`config.mk`:
```
export PLATFORM = sky130hd
export DESIGN_NAME = bus_arbiter
export DESIGN_NICKNAME = d
export VERILOG_FILES = /design/src/rtl/bus_pkg.sv /design/src/rtl/bus_addr_decode.sv /design/src/rtl/bus_arbiter.sv
export SDC_FILE = /design/constraint.sdc
export NUM_CORES = 1
export LEC_CHECK = 0
export ABC_AREA = 1
export BUFFER_PORTS_ARGS = -buffer_cell sky130_fd_sc_hd__clkbuf_2
export CORE_MARGIN = 3
export CORE_UTILIZATION = 42
export CTS_CLUSTER_SIZE = 28
export DETAILED_ROUTE_END_ITERATION = 7
export GPL_TIMING_DRIVEN = 0
export PLACE_DENSITY = 0.77
export SYNTH_ARGS = -nofsm -noshare
export SYNTH_HDL_FRONTEND = slang
export SYNTH_HIERARCHICAL = 1
export SYNTH_SLANG_ARGS = --single-unit
```
`constraint.sdc`:
```
create_clock -name i_CLK -period 2.1 [get_ports i_CLK]
set_input_delay 0.525 -clock i_CLK [delete_from_list [all_inputs] [get_ports i_CLK]]
set_output_delay 0.525 -clock i_CLK [all_outputs]
set_load 0.05 [all_outputs]
```
`src/rtl/bus_pkg.sv`:
```
// bus_pkg: shared state encodings, master/slave indices and decode defaults
// for the two-master system bus arbiter.
package bus_pkg;

    typedef enum logic [1:0] {
        IDLE = 2'd0,
        BUSY = 2'd1,
        ERR  = 2'd2
    } state_e;

    localparam logic M0 = 1'b0;
    localparam logic M1 = 1'b1;

    localparam int SLV_ROM   = 0;
    localparam int SLV_SRAM  = 1;
    localparam int SLV_UART  = 2;
    localparam int SLV_TIMER = 3;

    localparam int SEL_LSB_DEF = 28;

endpackage

```
`src/rtl/bus_addr_decode.sv`:
```
// bus_addr_decode: maps a byte address to a one-hot slave chip-enable and
// flags whether the selected slave index exists.
module bus_addr_decode
    import bus_pkg::*;
#(
    parameter int N_SLAVES = 4,
    parameter int SEL_LSB  = SEL_LSB_DEF
) (
    input  logic [31:0] addr_i,
    output logic [7:0]  ce_o,
    output logic        mapped_o
);

    logic [2:0] idx;

    assign idx      = 3'(addr_i >> SEL_LSB);
    assign mapped_o = 32'(idx) < N_SLAVES;
    assign ce_o     = mapped_o ? 8'(1) << idx : 8'h00;

endmodule

```
`src/rtl/bus_arbiter.sv`:
```
// bus_arbiter: round-robin arbiter between two masters onto a shared slave bus,
// with address decode, bus timeout and error termination of unmapped accesses.
module bus_arbiter
    import bus_pkg::*;
#(
    parameter int N_SLAVES = 4,
    parameter int SEL_LSB  = SEL_LSB_DEF,
    parameter int TIMEOUT  = 255
) (
    input  logic        i_CLK,
    input  logic        i_RSTn,
    input  logic        i_M0_REQ,
    input  logic [31:0] i_M0_ADDR,
    input  logic [31:0] i_M0_WDATA,
    input  logic        i_M0_WE,
    input  logic [1:0]  i_M0_HB,
    output logic        o_M0_GNT,
    output logic [31:0] o_M0_RDATA,
    output logic        o_M0_ERR,
    input  logic        i_M1_REQ,
    input  logic [31:0] i_M1_ADDR,
    input  logic [31:0] i_M1_WDATA,
    input  logic        i_M1_WE,
    input  logic [1:0]  i_M1_HB,
    output logic        o_M1_GNT,
    output logic [31:0] o_M1_RDATA,
    output logic        o_M1_ERR,
    output logic [31:0] o_BUS_ADDR,
    output logic [31:0] o_BUS_WDATA,
    output logic        o_BUS_WE,
    output logic        o_BUS_RE,
    output logic [1:0]  o_BUS_HB,
    output logic        o_BUS_REQ,
    output logic [7:0]  o_BUS_CE,
    input  logic        i_BUS_GNT,
    input  logic [31:0] i_BUS_RDATA
);

    localparam logic [15:0] CNT_LAST = 16'(TIMEOUT - 1);

    state_e      state_q;
    logic        owner_q, last_q;
    logic [15:0] cnt_q;
    logic [31:0] addr_q, wdata_q;
    logic        we_q, re_q, req_q;
    logic [1:0]  hb_q;
    logic [7:0]  ce_q;

    logic        req_any, own_d, mapped_d, we_d, fwd, err;
    logic [31:0] addr_d, wdata_d;
    logic [1:0]  hb_d;
    logic [7:0]  ce_d;

    // On a tie the master that did not own the previous transaction wins.
    assign req_any = i_M0_REQ | i_M1_REQ;
    assign own_d   = (i_M0_REQ & i_M1_REQ) ? ~last_q : i_M1_REQ;
    assign addr_d  = own_d ? i_M1_ADDR  : i_M0_ADDR;
    assign wdata_d = own_d ? i_M1_WDATA : i_M0_WDATA;
    assign we_d    = own_d ? i_M1_WE    : i_M0_WE;
    assign hb_d    = own_d ? i_M1_HB    : i_M0_HB;

    bus_addr_decode #(
        .N_SLAVES(N_SLAVES),
        .SEL_LSB (SEL_LSB)
    ) u_dec (
        .addr_i  (addr_d),
        .ce_o    (ce_d),
        .mapped_o(mapped_d)
    );

    always_ff @(posedge i_CLK or negedge i_RSTn) begin
        if (!i_RSTn) begin
            state_q <= IDLE;
            owner_q <= M0;
            last_q  <= M1;
            cnt_q   <= '0;
            addr_q  <= '0;
            wdata_q <= '0;
            we_q    <= 1'b0;
            re_q    <= 1'b0;
            req_q   <= 1'b0;
            hb_q    <= '0;
            ce_q    <= '0;
        end else begin
            case (state_q)
                IDLE: if (req_any) begin
                    owner_q <= own_d;
                    state_q <= mapped_d ? BUSY : ERR;
                    if (mapped_d) begin
                        addr_q  <= addr_d;
                        wdata_q <= wdata_d;
                        we_q    <= we_d;
                        re_q    <= ~we_d;
                        hb_q    <= hb_d;
                        ce_q    <= ce_d;
                        req_q   <= 1'b1;
                    end
                end
                // A grant arriving on the expiry cycle still completes normally.
                BUSY: if (i_BUS_GNT || cnt_q == CNT_LAST) begin
                    addr_q  <= '0;
                    wdata_q <= '0;
                    we_q    <= 1'b0;
                    re_q    <= 1'b0;
                    hb_q    <= '0;
                    ce_q    <= '0;
                    req_q   <= 1'b0;
                    cnt_q   <= '0;
                    if (i_BUS_GNT) last_q <= owner_q;
                    state_q <= i_BUS_GNT ? IDLE : ERR;
                end else begin
                    cnt_q <= cnt_q + 16'd1;
                end
                ERR: begin
                    last_q  <= owner_q;
                    state_q <= IDLE;
                end
                default: state_q <= IDLE;
            endcase
        end
    end

    assign fwd = (state_q == BUSY) & i_BUS_GNT;
    assign err = state_q == ERR;

    assign o_M0_GNT   = (fwd | err) & (owner_q == M0);
    assign o_M0_ERR   = err & (owner_q == M0);
    assign o_M0_RDATA = (fwd && owner_q == M0) ? i_BUS_RDATA : '0;
    assign o_M1_GNT   = (fwd | err) & (owner_q == M1);
    assign o_M1_ERR   = err & (owner_q == M1);
    assign o_M1_RDATA = (fwd && owner_q == M1) ? i_BUS_RDATA : '0;

    assign o_BUS_ADDR  = addr_q;
    assign o_BUS_WDATA = wdata_q;
    assign o_BUS_WE    = we_q;
    assign o_BUS_RE    = re_q;
    assign o_BUS_HB    = hb_q;
    assign o_BUS_REQ   = req_q;
    assign o_BUS_CE    = ce_q;

endmodule

```
==> results_dict.tcl, run 1 <==
set metrics [dict create \
    outcome "finished, violations left" \
    violations "setup timing" \
    postSynthAreaPerCell_um2 6.55 \
    num_rows 43 \
    power_leakage_nw 5.54 \
    relSlewSlack 0.586 \
    arrival_ps 1800 \
    wl_met1_um 9870 \
    h-tree-depth 3 \
    fin_ws_ps -224 \
    grt_use_total 0.313 \
    rsz0062_at_grt "yes" \
    cp-end-kind "primary output" \
    worst_pin_slew_ps 620 \
    cp_slowest_cell "dfrtp_1" \
    area_growth_pct 60.1 \
    fp.dieH_um 128 \
    cap_viol_max_count 0 \
    drv_slew 0 \
    final_common_cell "nand2_1" \
    highest_layer "met4" \
    clockBufferDepth 2 \
    crit_required_ps 1570 \
    syn_area_mm2 0.00625 \
    critPathKind "register to primary output" \
    finalCriticalPeriod_ps 2320 \
    power_density_mw_per_mm2 1410 \
    boundaryPins 316 \
    path_cells "inv_2, nor2_4, nand2_2, inv_4, nand2_8, buf_8, nor2_1, clkbuf_8" \
    cpLargestDelayFamily "buffers and inverters" \
    clock-sinks 97 \
    grt_overflow_total 0 \
    finalPower_mw 14.1 \
    dieWidth_um 128 \
    cts_root_buffer "clkbuf_16" \
    drive_gt1_frac 0.383 \
    start_kind "register" \
    dp_hpwl_um 18600 \
    fp.coreArea_mm2 0.0142 \
    gp_congestion 0.910 \
    layout_common_cells "nand2_1, clkbuf_2, inv_1" \
    drt-wirelength-per-cell_um 19.2 \
    report.final.setup_viol 71 \
    vias_per_cell 5.34 \
    max_stage_delay_ps 370 \
    clk_latency_ps 350 \
    fin_worst_skew_ps 10.0 \
    wl_met2_um 14300 \
    ant_nets 0 \
    synthCells 955 \
    crit_fanout 10 \
    grt_pass1_wl_um 39800 \
    wirelength_um 28700 \
    cts_made_buffers 9 \
    drt-pass1-iter-count 5 \
    portBuffers 314 \
    dieArea_mm2 0.0164 \
    grt_max_degree 58 \
    utilization 0.705 \
    path_buf_inv 4 \
    drcViolationCount 0 \
    num_vias 7999 \
    met3_wirelength_um 2990 \
    path_clk_slew_ps 70 \
    tns_ps -6560 \
    yosys_warnings 6 \
    min_path_type "input pin to async pin" \
    period_share 1.11 \
    grt_pass1_vias 7430 \
    initial_core_util 0.440 \
    antenna_found_initial 1 \
    drt_iter0_markers 664 \
    nNetsFinal 1487 \
    hold_viol_final 0 \
    ir_worst_vdd_mv 0.741 \
    fmax_ghz 0.430 \
    cts_tree "done" \
]
[worst paths after layout]
path | to | slack (ps) | depth (start not counted) | startpoint
hold / removal | o_BUS_ADDR[11] | 200 | 1 | i_RSTn
hold reg to reg | o_BUS_WDATA[0] | 470 | 2 | o_BUS_WDATA[0]
setup / recovery | o_M0_RDATA[8] | -220 | 8 | state_q[0]
min in group i_CLK | o_BUS_WDATA[0] | 470 | 2 | o_BUS_WDATA[0]
setup reg to reg | o_BUS_WDATA[15] | -30 | 15 | state_q[0]
max in group asynchronous | cnt_q[12] | 1210 | 2 | i_RSTn
[metrics by stage]
stage,hold WS (ps),instance area [um^2],setup WS [ps],cells
global route,239,10000,-257,1499
floorplan,229,6270,-105,958
detailed placement,457,8100,-701,1453
global placement,454,8070,-755,1452
finish,199,10000,-224,1499
CTS,216,9350,-93.2,1483
[flip-flops by register name (all words and copies together), names as in the netlist]
register and cells:
o_BUS_CE 8, o_BUS_WDATA 32, last_q 1, o_BUS_RE 1, o_BUS_ADDR 32, owner_q 1
cnt_q 16, o_BUS_REQ 1, state_q 2, o_BUS_WE 1, o_BUS_HB 2
[per-layer routing]
| layer | up-vias | global-route usage |
|---|---|---|
| li1 | 3733 | - |
| met1 | 3678 | 0.346 |
| met2 | 483 | 0.547 |
| met3 | 105 | 0.0904 |
| met4 | 0 | 0.159 |
| met5 | - | 0 |
[power breakdown]
| group | total, mW | switching (mW) | internal [mW] |
|---|---|---|---|
| Clock | 1.59 | 0.780 | 0.813 |
| Combinational | 9.11 | 6.33 | 2.78 |
| Sequential | 3.39 | 0.652 | 2.74 |
| Total | 14.1 | 7.76 | 6.33 |
[what timing repair did]
item                                    CTS  global route
hold buffers                              0             0
gates resized for setup                 215           190
endpoints found under the setup margin  143           150
pin swaps                                 3             7
setup buffers                            13            13
gates cloned                              2             5
[worst register-to-register path, cell delays in order, from the launching register on]
cell and delay (ps):
dfrtp_1 400, inv_2 100, nor2_4 50, buf_4 130
buf_4 120, buf_4 120, buf_4 120, buf_4 140
inv_4 50, nor2_2 50, nand2_4 120, nand3_4 160
clkbuf_16 210, buf_8 130, nand2_1 70, nand2_1 70
[final cells by class]
type | instances | area, um^2
Buffer | 72 | 529
Tap cell | 180 | 225
Multi-Input combinational cell | 680 | 3550
Clock inverter | 6 | 48.8
Antenna cell | 1 | 2.50
Fill cell | 1116 | 4200
Inverter | 106 | 408
Timing Repair Buffer | 348 | 2590
Sequential cell | 97 | 2430
Clock buffer | 9 | 225
Note: power is estimated with default switching activity, not from simulation.
==> run 2, diff against run 1 <==
- CELL_PAD_IN_SITES_DETAIL_PLACEMENT: default -> 1
- CELL_PAD_IN_SITES_GLOBAL_PLACEMENT: default -> 1
- CORE_UTILIZATION: 42 -> 28
- PLACE_DENSITY: 0.77 -> default
- PLACE_DENSITY_LB_ADDON: default -> 0.1
==> results_dict.tcl, run 2 (same netlist as run 1, synthesis figures left out) <==
set metrics [dict create \
    outcome "finished, violations left" \
    violations "setup timing" \
    antenna_found_initial 2 \
    switchingPower_mw 8.29 \
    hold_buffers 0 \
    relSlewSlack 0.428 \
    path_clk_slew_ps 70 \
    fin_ws_ps -83.5 \
    power_leakage_nw 5.72 \
    drt-pass1-iter-count 5 \
    report.final.setup_viol 90 \
    hold_viol_final 0 \
    dp_hpwl_um 20200 \
    portBuffers 314 \
    num_rows 54 \
    p_seq_frac 0.232 \
    h-tree-depth 3 \
    critPathKind "register to primary output" \
    cp-end-kind "primary output" \
    drt-wirelength-per-cell_um 18.5 \
    crit_fanout 8 \
    final_common_cell "clkbuf_2" \
    area_growth_pct 71.8 \
    dieWidth_um 155 \
    clockBufferDepth 2 \
    rsz0062_at_grt "yes" \
    drv_slew 0 \
    utilization 0.490 \
    num_vias 7644 \
    cts_root_buffer "clkbuf_16" \
    layout_common_cells "clkbuf_2, nand2_1, inv_1, dfrtp_1, nand4_1" \
    cts_made_buffers 9 \
    min_path_type "input pin to async pin" \
    drt_iter0_markers 218 \
    period_share 1.04 \
    r2r_cells 14 \
    cap_viol_max_count 0 \
    gp_congestion 0.825 \
    grt_pass1_wl_um 44200 \
    sw_frac_of_total 0.543 \
    start_kind "register" \
    fmax_ghz 0.458 \
    fp.coreArea_mm2 0.0219 \
    cts_tree "done" \
    ant_nets 0 \
    finalPower_mw 15.3 \
    finalCriticalPeriod_ps 2180 \
    worst_pin_slew_ps 858 \
    power_density_mw_per_mm2 1420 \
    p_comb_frac 0.657 \
    drive_gt1_frac 0.449 \
    grt_pass1_vias 8085 \
    wirelength_um 29500 \
    drcViolationCount 0 \
    fin_worst_skew_ps 12.9 \
    power.internal_mw 6.97 \
    ir_worst_vdd_mv 0.575 \
    grt_overflow_total 0 \
    grt_use_total 0.231 \
    power_frac_clock 0.111 \
    arrival_ps 1660 \
    boundaryPins 316 \
    crit_required_ps 1570 \
    tns_ps -3310 \
    clock-sinks 97 \
    dieArea_mm2 0.0242 \
    dp_slack_ps -955 \
    fill_cells 2741 \
    fp.dieH_um 155 \
    vias_per_cell 4.78 \
    grt_max_degree 98 \
    clk_latency_ps 360 \
    nNetsFinal 1486 \
    initial_core_util 0.286 \
]
==> run 2: critical path, stage by stage (launching register included) <==
cell and delay, ps:
dfrtp_2 440, nor2_4 110, nand2_2 90, clkinv_4 90, nand2_8 110, clkbuf_16 190, nor2_4 120, buf_8 150
==> run 2: power groups by stage <==
stage / clock (mW) / combinational, mW / sequential (mW)
after floorplan: 0 / 3.26 / 5.57
after global placement: 0 / 7.70 / 3.33
after CTS: 1.71 / 8.77 / 3.35
final: 1.69 / 10.0 / 3.54
after detailed placement: 0 / 7.79 / 3.35
after global routing: 1.81 / 10.8 / 3.66
==> run 2: path summary, 6_finish.rpt <==
kind	to	start	slack (ps)
max in group asynchronous	cnt_q[15]	i_RSTn	1240
hold reg to reg	o_BUS_WDATA[19]	o_BUS_WDATA[19]	480
hold / removal	o_BUS_WDATA[9]	i_RSTn	240
min in group i_CLK	o_BUS_WDATA[19]	o_BUS_WDATA[19]	480
setup / recovery	o_M0_RDATA[4]	state_q[1]	-80
setup reg to reg	o_BUS_WDATA[7]	last_q	-30
==> run 2: cell type report <==
type	count	area (um^2)	area share
Sequential cell	97	2430	0.226
Inverter	106	408	0.0380
Clock buffer	9	225	0.0210
Buffer	74	603	0.0562
Clock inverter	6	60.1	0.00559
Antenna cell	1	2.50	0.000233
Timing Repair Buffer	345	2700	0.251
Multi-Input combinational cell	680	3960	0.369
Tap cell	280	350	0.0326
==> run 2: metal layers <==
layer	wire length [um]	up-vias	global-route usage	part of all wire
met5	34	-	0	0.0012
met4	726	4	0.0754	0.025
met3	1950	41	0.0598	0.066
met2	15400	234	0.404	0.52
met1	11400	3650	0.275	0.39
li1	-	3715	-	-
==> run 2: metrics by stage <==
stage / std cells / instance area (um^2) / hold WS [ps]
6_report: 1598 / 10700 / 236
4_1_cts: 1587 / 9900 / 309
3_5_place_dp: 1552 / 8200 / 457
2_1_floorplan: 958 / 6270 / 229
3_3_place_gp: 1552 / 8190 / 453
5_1_grt: 1597 / 10700 / 317
==> run 2: what timing repair did <==
action,4_1_cts,5_1_grt
setup buffers,14,3
pin swaps,5,6
endpoints found under the setup margin,143,142
hold endpoints to repair,0,0
gates resized for setup,304,243
cloned,7,7
